### src/rtl/mem_ctrl_pkg.sv
// Shared definitions for the mem_ctrl slice: select encodings, constants,
// FSM state encoding and byte-lane helpers.
package mem_ctrl_pkg;

  localparam int MemSelBus = 2;

  localparam logic [MemSelBus-1:0] MEM_NOP  = 2'd0;
  localparam logic [MemSelBus-1:0] MEM_BYTE = 2'd1;
  localparam logic [MemSelBus-1:0] MEM_HALF = 2'd2;
  localparam logic [MemSelBus-1:0] MEM_WORD = 2'd3;

  localparam logic [31:0] ZeroWord = 32'h0000_0000;
  localparam logic [7:0]  ZeroByte = 8'h00;

  typedef enum logic [1:0] {
    IDLE  = 2'd0,
    READ  = 2'd1,
    WRITE = 2'd2,
    DONE  = 2'd3
  } state_t;

  function automatic logic [2:0] sel_count(input logic [MemSelBus-1:0] sel);
    logic [2:0] n;
    case (sel)
      MEM_BYTE: n = 3'd1;
      MEM_HALF: n = 3'd2;
      MEM_WORD: n = 3'd4;
      default:  n = 3'd0;
    endcase
    return n;
  endfunction

  function automatic logic [7:0] get_byte(input logic [31:0] w, input logic [1:0] idx);
    logic [7:0] b;
    case (idx)
      2'd0:    b = w[7:0];
      2'd1:    b = w[15:8];
      2'd2:    b = w[23:16];
      2'd3:    b = w[31:24];
      default: b = ZeroByte;
    endcase
    return b;
  endfunction

  function automatic logic [31:0] put_byte(input logic [31:0] w, input logic [1:0] idx,
                                           input logic [7:0] b);
    logic [31:0] r;
    r = w;
    case (idx)
      2'd0:    r[7:0]   = b;
      2'd1:    r[15:8]  = b;
      2'd2:    r[23:16] = b;
      2'd3:    r[31:24] = b;
      default: r = w;
    endcase
    return r;
  endfunction

endpackage

### src/rtl/mem_ctrl_ibuf.sv
// Single-entry instruction buffer {valid, addr, inst}; only present in builds
// with MEM_CTRL_IBUF_EN defined.
`ifdef MEM_CTRL_IBUF_EN
module mem_ctrl_ibuf (
  input  logic        clk,
  input  logic        rst,
  input  logic [31:0] lookup_addr,
  input  logic        fill,
  input  logic [31:0] fill_addr,
  input  logic [31:0] fill_inst,
  input  logic        inval,
  output logic        hit,
  output logic [31:0] hit_inst
);

  logic        valid_r;
  logic [31:0] addr_r;
  logic [31:0] inst_r;

  // Entry update: stores kill the entry, completed fetches refill it.
  always_ff @(posedge clk) begin
    if (rst) begin
      valid_r <= 1'b0;
      addr_r  <= 32'h0000_0000;
      inst_r  <= 32'h0000_0000;
    end else if (inval) begin
      valid_r <= 1'b0;
    end else if (fill) begin
      valid_r <= 1'b1;
      addr_r  <= fill_addr;
      inst_r  <= fill_inst;
    end
  end

  assign hit      = valid_r && (lookup_addr == addr_r);
  assign hit_inst = inst_r;

endmodule
`endif

### src/rtl/mem_ctrl.sv
// Byte-serial memory controller arbitrating fetch (IF) and load/store (MEM)
// ports onto an 8-bit RAM. Optional fetch buffer: MEM_CTRL_IBUF_EN.
module mem_ctrl
  import mem_ctrl_pkg::*;
(
  input  logic                 clk,
  input  logic                 rst,
  input  logic                 if_req,
  input  logic [31:0]          if_addr,
  input  logic                 if_flush,
  output logic                 if_done,
  output logic [31:0]          if_inst,
  input  logic                 mem_req,
  input  logic                 mem_we,
  input  logic [MemSelBus-1:0] mem_sel,
  input  logic [31:0]          mem_addr,
  input  logic [31:0]          mem_wdata,
  output logic                 mem_done,
  output logic [31:0]          mem_rdata,
  output logic [31:0]          ram_a,
  output logic                 ram_wr,
  output logic [7:0]           ram_dout,
  input  logic [7:0]           ram_din
);

  state_t      state_r, state_next_s;
  logic [31:0] addr_r, wdata_r, asm_r, asm_next_s;
  logic [31:0] if_inst_r, mem_rdata_r;
  logic [2:0]  cnt_r, n_r;
  logic        is_if_r, if_done_r, mem_done_r;
  logic        grant_mem_s, grant_if_s;
  logic        flush_abort_s, read_last_s, write_last_s;
  logic        ibuf_hit_s;
  logic [31:0] ibuf_inst_s;

  assign flush_abort_s = (state_r == READ) && is_if_r && if_flush;
  assign read_last_s   = (state_r == READ) && !flush_abort_s && (cnt_r == n_r);
  assign write_last_s  = (state_r == WRITE) && (cnt_r == (n_r - 3'd1));

`ifdef MEM_CTRL_IBUF_EN
  mem_ctrl_ibuf u_ibuf (
    .clk         (clk),
    .rst         (rst),
    .lookup_addr (if_addr),
    .fill        (read_last_s && is_if_r),
    .fill_addr   (addr_r),
    .fill_inst   (asm_next_s),
    .inval       (write_last_s),
    .hit         (ibuf_hit_s),
    .hit_inst    (ibuf_inst_s)
  );
`else
  assign ibuf_hit_s  = 1'b0;
  assign ibuf_inst_s = ZeroWord;
`endif

  // Next-state and grant decode; MEM wins arbitration, which only happens in IDLE.
  always_comb begin
    state_next_s = state_r;
    grant_mem_s  = 1'b0;
    grant_if_s   = 1'b0;
    case (state_r)
      IDLE: begin
        if (mem_req) begin
          grant_mem_s = 1'b1;
          if (mem_sel == MEM_NOP) state_next_s = DONE;
          else if (mem_we)        state_next_s = WRITE;
          else                    state_next_s = READ;
        end else if (if_req && !if_flush) begin
          grant_if_s = 1'b1;
          if (ibuf_hit_s) state_next_s = DONE;
          else            state_next_s = READ;
        end else begin
          state_next_s = IDLE;
        end
      end
      READ: begin
        if (flush_abort_s)     state_next_s = IDLE;
        else if (read_last_s)  state_next_s = DONE;
        else                   state_next_s = READ;
      end
      WRITE: begin
        if (write_last_s) state_next_s = DONE;
        else              state_next_s = WRITE;
      end
      DONE:    state_next_s = IDLE;
      default: state_next_s = IDLE;
    endcase
  end

  // Byte returned this cycle belongs to the address driven one cycle earlier.
  always_comb begin
    asm_next_s = asm_r;
    if (cnt_r != 3'd0) begin
      asm_next_s = put_byte(asm_r, cnt_r[1:0] - 2'd1, ram_din);
    end else begin
      asm_next_s = asm_r;
    end
  end

  // RAM port decode; quiet outside active transfer cycles.
  always_comb begin
    ram_a    = ZeroWord;
    ram_wr   = 1'b0;
    ram_dout = ZeroByte;
    if ((state_r == READ) && (cnt_r < n_r)) begin
      ram_a = addr_r + {29'd0, cnt_r};
    end else if (state_r == WRITE) begin
      ram_a    = addr_r + {29'd0, cnt_r};
      ram_wr   = 1'b1;
      ram_dout = get_byte(wdata_r, cnt_r[1:0]);
    end else begin
      ram_a = ZeroWord;
    end
  end

  // State register, transaction latch, byte assembly and done/data outputs.
  always_ff @(posedge clk) begin
    if (rst) begin
      state_r     <= IDLE;
      addr_r      <= ZeroWord;
      wdata_r     <= ZeroWord;
      asm_r       <= ZeroWord;
      cnt_r       <= 3'd0;
      n_r         <= 3'd0;
      is_if_r     <= 1'b0;
      if_done_r   <= 1'b0;
      mem_done_r  <= 1'b0;
      if_inst_r   <= ZeroWord;
      mem_rdata_r <= ZeroWord;
    end else begin
      state_r    <= state_next_s;
      if_done_r  <= 1'b0;
      mem_done_r <= 1'b0;
      case (state_r)
        IDLE: begin
          cnt_r <= 3'd0;
          asm_r <= ZeroWord;
          if (grant_mem_s) begin
            addr_r  <= mem_addr;
            wdata_r <= mem_wdata;
            n_r     <= sel_count(mem_sel);
            is_if_r <= 1'b0;
            if (mem_sel == MEM_NOP) begin
              mem_done_r  <= 1'b1;
              mem_rdata_r <= ZeroWord;
            end
          end else if (grant_if_s) begin
            addr_r  <= if_addr;
            wdata_r <= ZeroWord;
            n_r     <= 3'd4;
            is_if_r <= 1'b1;
            if (ibuf_hit_s) begin
              if_done_r <= 1'b1;
              if_inst_r <= ibuf_inst_s;
            end
          end
        end
        READ: begin
          if (flush_abort_s) begin
            cnt_r <= 3'd0;
          end else begin
            cnt_r <= cnt_r + 3'd1;
            asm_r <= asm_next_s;
            if (read_last_s) begin
              if (is_if_r) begin
                if_done_r <= 1'b1;
                if_inst_r <= asm_next_s;
              end else begin
                mem_done_r  <= 1'b1;
                mem_rdata_r <= asm_next_s;
              end
            end
          end
        end
        WRITE: begin
          cnt_r <= cnt_r + 3'd1;
          if (write_last_s) mem_done_r <= 1'b1;
        end
        DONE:    cnt_r <= 3'd0;
        default: cnt_r <= 3'd0;
      endcase
    end
  end

  assign if_done   = if_done_r;
  assign if_inst   = if_inst_r;
  assign mem_done  = mem_done_r;
  assign mem_rdata = mem_rdata_r;

endmodule

### config.mk
export PLATFORM = sky130hd
export DESIGN_NAME = mem_ctrl
export DESIGN_NICKNAME = d
export VERILOG_FILES = /design/src/rtl/mem_ctrl_pkg.sv /design/src/rtl/mem_ctrl_ibuf.sv /design/src/rtl/mem_ctrl.sv
export SDC_FILE = /design/constraint.sdc
export NUM_CORES = 1
export LEC_CHECK = 0
export ABC_CLOCK_PERIOD_IN_PS = 2130
export BUFFER_PORTS_ARGS = -buffer_cell sky130_fd_sc_hd__buf_4
export CORE_MARGIN = 4
export CORE_UTILIZATION = 47
export DETAILED_ROUTE_END_ITERATION = 8
export PLACE_DENSITY_LB_ADDON = 0.15
export SLEW_MARGIN = 10
export SYNTH_ARGS = -nofsm -noshare
export SYNTH_HDL_FRONTEND = slang
export SYNTH_SLANG_ARGS = --single-unit
### constraint.sdc
create_clock -name clk -period 2.13 [get_ports clk]
set_clock_uncertainty 0.1 [all_clocks]
set_input_delay 0.213 -clock clk [delete_from_list [all_inputs] [get_ports clk]]
set_output_delay 0.213 -clock clk [all_outputs]
set_load 0.005 [all_outputs]
### Yosys cells after proc, flatten, opt, wreduce, memory -nomap -nowiden

Cells that the tools add are included.

* memories: 0
* bits in writable memories: 0
* register bits after elaboration: 171
* latch bits: 0
* input port bits: 112
* output and inout bits: 107
* logic and storage cells: 112
* bits in read-only memories: 0

* mux-type cells: 52
* add/subtract/negate cells: 4
* bitwise operators: 3
* reductions and logical operators: 22
* shift-type cells: 0
* divide/modulo/power cells: 0
* multiply operators: 0
* equal/unequal tests: 19
* order comparisons: 1

Operators by type and width (number)
* 32-bit two-way mux: 13
* 32-bit case mux with 2 select lines: 2
* 8-bit two-way mux: 6
* 32-bit by 3-bit adder with 32-bit output: 1
* 8-bit case mux with 4 select lines: 1
* 1-bit two-way mux: 18
* 3-bit case mux with 3 select lines: 2
* 2-bit equality test (second input constant): 8
* 2-bit two-way mux: 5
* 2-bit inequality test (second input constant): 5
* 3-bit two-way mux: 3
* 2-bit by 1-bit equality test with 1-bit output (second input constant): 4
* 2-bit zero test: 4
* 2-bit case mux with 4 select lines: 1
* 1-bit logical AND: 7
* 3-bit equality test: 2
* 6-bit AND reduction: 1
* 2-bit AND reduction: 2
* 4-bit AND reduction: 1
* 2-bit nonzero test: 2
* 4-bit OR reduction: 1
* 3-bit by 1-bit adder with 3-bit output (second input constant): 1
* 3-bit less-than comparator: 1
* 1-bit inverter: 3
* other kinds (6): 7

### Longest topological paths before layout

* depth after elaboration: 9
* gate-level depth with buffers: 10
* gate-level depth less buffers: 7

### Worst setup path after synthesis

No wires, ideal clock.

* path type: flip-flop to output port
* from: register cnt_r[0]
* to: output ram_a[24]
* stages on the path, launching flop included: 8
* data arrival time: 1.824 ns
* setup slack: -0.007 ns
* required time: 1.817 ns
* buffers on the path: 0
* path through: dfxtp_1 > ha_1 > fa_1 > a21oi_1 > nor3_1 > nand4_1 > xor2_1 > nor2_1

* word-level cells in the longest chain between the ends: 3
* elaborated cells between the ends (all ways): 5
* classes of those cells: add/sub (1); order compare (1); mux (2); reduce/logical (1)

Ends and longest elaborated chain
* from (decl): line mem_ctrl.sv:29 `logic [2:0] cnt_r, n_r;`
* from (signal assigned): line mem_ctrl.sv:163 `cnt_r <= cnt_r + 3'd1;`
* from (signal assigned): line mem_ctrl.sv:177 `cnt_r <= cnt_r + 3'd1;`
* 32-bit by 3-bit adder with 32-bit output / 3-bit less-than comparator (equally long branches): line mem_ctrl.sv:107, mem_ctrl.sv:109, mem_ctrl.sv:106
* 32-bit two-way mux / 1-bit logical AND (equally long branches): line mem_ctrl.sv:108, mem_ctrl.sv:106
* 32-bit two-way mux (*): line mem_ctrl.sv:106 `if ((state_r == READ) && (cnt_r < n_r)) begin`
* to (decl): line mem_ctrl.sv:20 `output logic [31:0] ram_a,`

Every way passes the cells marked *; elsewhere a longest branch is shown, timed or not.

### Worst setup path in the final report

* from: register addr_r[2]
* to: output ram_a[13]

* word-level cells in the longest chain between the ends: 3

Ends and longest elaborated chain
* from (decl): line mem_ctrl.sv:27 `logic [31:0] addr_r, wdata_r, asm_r, asm_next_s;`
* from (signal assigned): line mem_ctrl.sv:121 `addr_r <= ZeroWord;`
* from (signal assigned): line mem_ctrl.sv:140 `addr_r <= mem_addr;`
* from (signal assigned): line mem_ctrl.sv:149 `addr_r <= if_addr;`
* 32-bit by 3-bit adder with 32-bit output (*): line mem_ctrl.sv:107, mem_ctrl.sv:109
* 32-bit two-way mux: line mem_ctrl.sv:108 `end else if (state_r == WRITE) begin`
* 32-bit two-way mux (*): line mem_ctrl.sv:106

Marks and branches as above.

==> metrics.md <==
| Metric | Value |
|---|---|
| Final count of pins violating max slew | 0 |
| Syn avg cell area | 8.726 um^2 |
| Synthesized instance count | 895 |
| Initial Util | 48.64% |
| Worst Hold Slack | 48.01 ps |
| CP peak stage delay | 340 ps |
| Root Driver | clkbuf_16 |
| Synthesized area | 7810 um^2 |
| Ratio of cells with drive above 1 in the final layout | 36.97% |
| Clk sinks | 171 |
| FP Rows | 46 |
| FFs w/ async S/R, synth | 0% |
| Drt initial violations | 492 |
| Final hold violation count | 0 |
| I/O pin cnt | 219 |
| Post-layout net count | 1,289 |
| Largest net degree at the start of global routing | 121 |
| R2R Path Start | cnt_r[0]$_SDFF_PP0_ |
| Number of flops mapped to enable cells by yosys | 0 |
| Final worst-path cycle share | 117.7% |
| RePlAce Congestion | 0.8620 |
| First-pass DRT Iterations | 5 |
| H-tree depth | 4 |
| Unrepaired setup endpoints after global routing | yes |
| Most used cell, CP | nand3_2 |
| Seq/Total Area, Yosys | 43.83% |
| Initial antenna violation count | 1 |
| Remaining Overflow, GRT | 0 |
| CP Depth | 7 |
| Worst Setup SP | addr_r[2]$_SDFFE_PP0P_ |
| Peak Freq | 0.3990 GHz |
| Syn Nets | 1,023 |
| CP Capture Type | output port |
| Die width | 136.9 um |
| DR WL/cell | 18.59 um |
| Tot Pwr | 0.009107 W |
| DR vias/cell | 5.588 |
| Power per cell area | 754.1 nW/um^2 |
| Synth warn | 0 |
| Clock period minus worst slack | 2506 ps |
| Vias | 7,773 |
| Ys flop type | dfxtp_1 |
| Drt total wl | 25,860 um |
| Share of power burned in registers | 39.5% |
| Clock Tree Buf Depth | 2 |
| Placed Area | 9779 um^2 |
| Worst hold path class | primary input to flop |
| Max-cap viol count | 0 |
| First-pass GRT wire length | 35,850 um |
| CP Class | flop to output port |
| Slowest cell on the critical path | dfxtp_2 |
| Die area | 18,740 um^2 |
| Vias in the first global route | 7,123 |
| Worst setup margin | -376.4 ps |
| Ordered list of cells on the worst path | ha_4 -> nand3_2 -> a211oi_4 -> nand3_2 -> or3_1 -> a21oi_2 -> buf_4 |
| Critical Path RT | 1820 ps |
| WP buf/inv | 1 |
| Total GRT Usage | 24.11% |
| Final design area excluding fillers | 12,080 um^2 |
| Placed cells | 1,287 |
| HPWL Detailed | 15,030 um |
| Status | finished, violations left |
| Failing checks | setup timing |
| Setup crit end | ram_a[13] |
| Psw | 0.002759 W |
| R2r worst-path depth | 11 |
| Reg2Reg Setup Slack | -230 ps |
| DIE HEIGHT | 136.9 um |
| Static leakage | 4.731 nW |
| # port buffers | 218 |
| Largest fanout on the critical path | 3 |
| Pint | 0.006348 W |
| Slew headroom | 40.84% |
| Synth unique cells | 43 |
| Worst-Margin Slew | 887.3 ps |
| Crit path arrival time | 2190 ps |
| CP Launch Type | flop |
| Number of remaining DRC errors | 0 |
| Area of the core | 16,060 um^2 |
| Antenna Nets Post-Route | 0 |
| Num CTS Buffers | 17 |
| # setup viols final | 105 |
| Logic pwr share | 27.1% |
| CP delay by family, top | simple AND/OR/NAND/NOR gates |
| RR Endpoint | if_inst[27]$_SDFFE_PP0P_ |
| Clock latency on the worst-skew pair | 420 ps |
| Fillcell total | 1,118 |
| Clk pwr share | 33.4% |
| Area delta synth->final | 54.63% |
| TritonCTS clock tree | built |
| #FFs+latches synth | 171 |
| Switching share of power | 30.29% |
| Post-route insts no fill | 1,391 |
| Clock transition at path regs | 60 ps |
| Max VDD drop | 0.0005776 V |
## layer usage
| layer | part of all wire, % | GRT usage [%] | up-vias |
|---|---|---|---|
| li1 | - | - | 3738 |
| met1 | 42 | 31.20 | 3707 |
| met2 | 48 | 40.03 | 288 |
| met3 | 7.8 | 5.699 | 40 |
| met4 | 2.3 | 7.483 | 0 |
| met5 | 0 | 0 | - |
## state kept, by name (all words and copies together) (netlist names)
register,cells
n_r,3
addr_r,32
asm_r,32
cnt_r,3
if_inst,32
mem_rdata,32
state_r,2
if_done,1
is_if_r,1
mem_done,1
wdata_r,32
## kinds of logic (layout without fill, tap and decap cells)
family | after synthesis | count (layout) | synth area share, %
AND/OR/NAND/NOR | 325 | 325 | 18.36
AO/OA/AOI/OAI | 201 | 201 | 18.57
flip-flops | 171 | 171 | 43.83
buffers and inverters | 86 | 365 | 4.790
multiplexers | 64 | 64 | 8.202
XOR/XNOR | 32 | 32 | 3.589
adder cells (fa/ha/maj) | 16 | 16 | 2.659
other | 0 | 1 | 0
## cell usage in the layout, fill, tap and decap left out, types with 17 or more instances in the layout
| cell | synthesis | layout |
|---|---|---|
| buf_4 | 0 | 246 |
| mux2i_1 | 64 | 35 |
| xor2_1 | 24 | 22 |
| dfxtp_1 | 171 | 165 |
| a21oi_2 | 0 | 18 |
| a22oi_1 | 32 | 32 |
| dlygate4sd3_1 | 0 | 34 |
| clkbuf_16 | 0 | 23 |
| nor2_1 | 184 | 178 |
| nand2_1 | 57 | 53 |
| a211oi_1 | 65 | 58 |
| buf_12 | 0 | 17 |
| a21oi_1 | 46 | 26 |
| or3_1 | 34 | 29 |
| mux2i_4 | 0 | 20 |
| a2bb2oi_1 | 23 | 20 |
## through the flow
stage / setup slack [ps] / TNS, ps / utilization [%]
after floorplan: 2.577 / 0 / -
after global placement: -109.1 / -426.4 / 60.90
after detailed placement: -130.9 / -776.4 / 60.90
after CTS: -338.0 / -13870 / 69.53
after global routing: -462.8 / -26480 / 75.21
final: -376.4 / -19930 / 75.21
## repair_timing
item	4_1_cts	5_1_grt
pin swaps	40	36
gates resized for setup	70	118
setup buffers	11	14
endpoints found under the setup margin	47	136
endpoints found under the hold margin	35	0
cloned	4	9
hold buffers	34	0
## synth_stat cells (3+ instances only)
library cell	number	area, um^2
xnor2_1	8	70.07
nor3_1	4	20.02
nand4_1	13	81.33
and3_1	3	18.77
clkbuf_1	59	221.5
o31a_1	9	78.83
a21o_1	3	22.52
and4_1	4	35.03
nor2b_1	4	25.02
or3_1	34	212.7
a21oi_1	46	230.2
buf_6	5	56.30
dfxtp_1	171	3423
a22oi_1	32	240.2
nand2_1	57	214.0
ha_1	15	187.7
inv_1	10	37.54
o21ai_0	5	25.02
buf_2	11	55.05
nand3_1	12	60.06
a211oi_1	65	488.0
a222oi_1	8	80.08
mux2i_1	64	640.6
xor2_1	24	210.2
a2bb2oi_1	23	201.4
nor2_1	184	690.7
## worst register-to-register path: cells and delay by family, from the launching register on
kind	cells	cell delay, ps
AO/OA/AOI/OAI	1	190
adder cells (fa/ha/maj)	1	270
buffers and inverters	6	940
flip-flops	1	360
AND/OR/NAND/NOR	3	430
## power groups by stage
stage                     clock network [W]  logic, W  registers, W
after floorplan                           0   0.00116       0.00361
after global routing                0.00319   0.00266       0.00362
final                               0.00304   0.00247       0.00360
after CTS                           0.00307   0.00215       0.00358
after detailed placement                  0   0.00186       0.00365
after global placement                    0   0.00185       0.00364
## layout make-up
class	instances	area (um^2)	share of cell area [%]
clock buffer	21	470.5	3.896
antenna	1	2.502	0.02072
timing repair buffer	323	2970	24.60
tap	216	270.3	2.238
sequential	171	3436	28.45
multi-input combinational	638	4776	39.55
inverter	10	41.29	0.3419
clock inverter	11	110.1	0.9117
## worst min path at each step
stage	slack, ps	cells past startpoint	start	end
detailed placement	340	2	mem_rdata[19]$_SDFFE_PP0P_	mem_rdata[19]$_SDFFE_PP0P_
global placement	340	2	mem_rdata[4]$_SDFFE_PP0P_	mem_rdata[4]$_SDFFE_PP0P_
finish	50	3	if_addr[13]	addr_r[13]$_SDFFE_PP0P_
floorplan	270	2	mem_sel[0]	n_r[2]$_SDFFE_PP0P_
CTS	40	3	if_addr[4]	addr_r[4]$_SDFFE_PP0P_
global route	50	3	if_addr[6]	addr_r[6]$_SDFFE_PP0P_
Note: power is estimated with default switching activity, not from simulation.
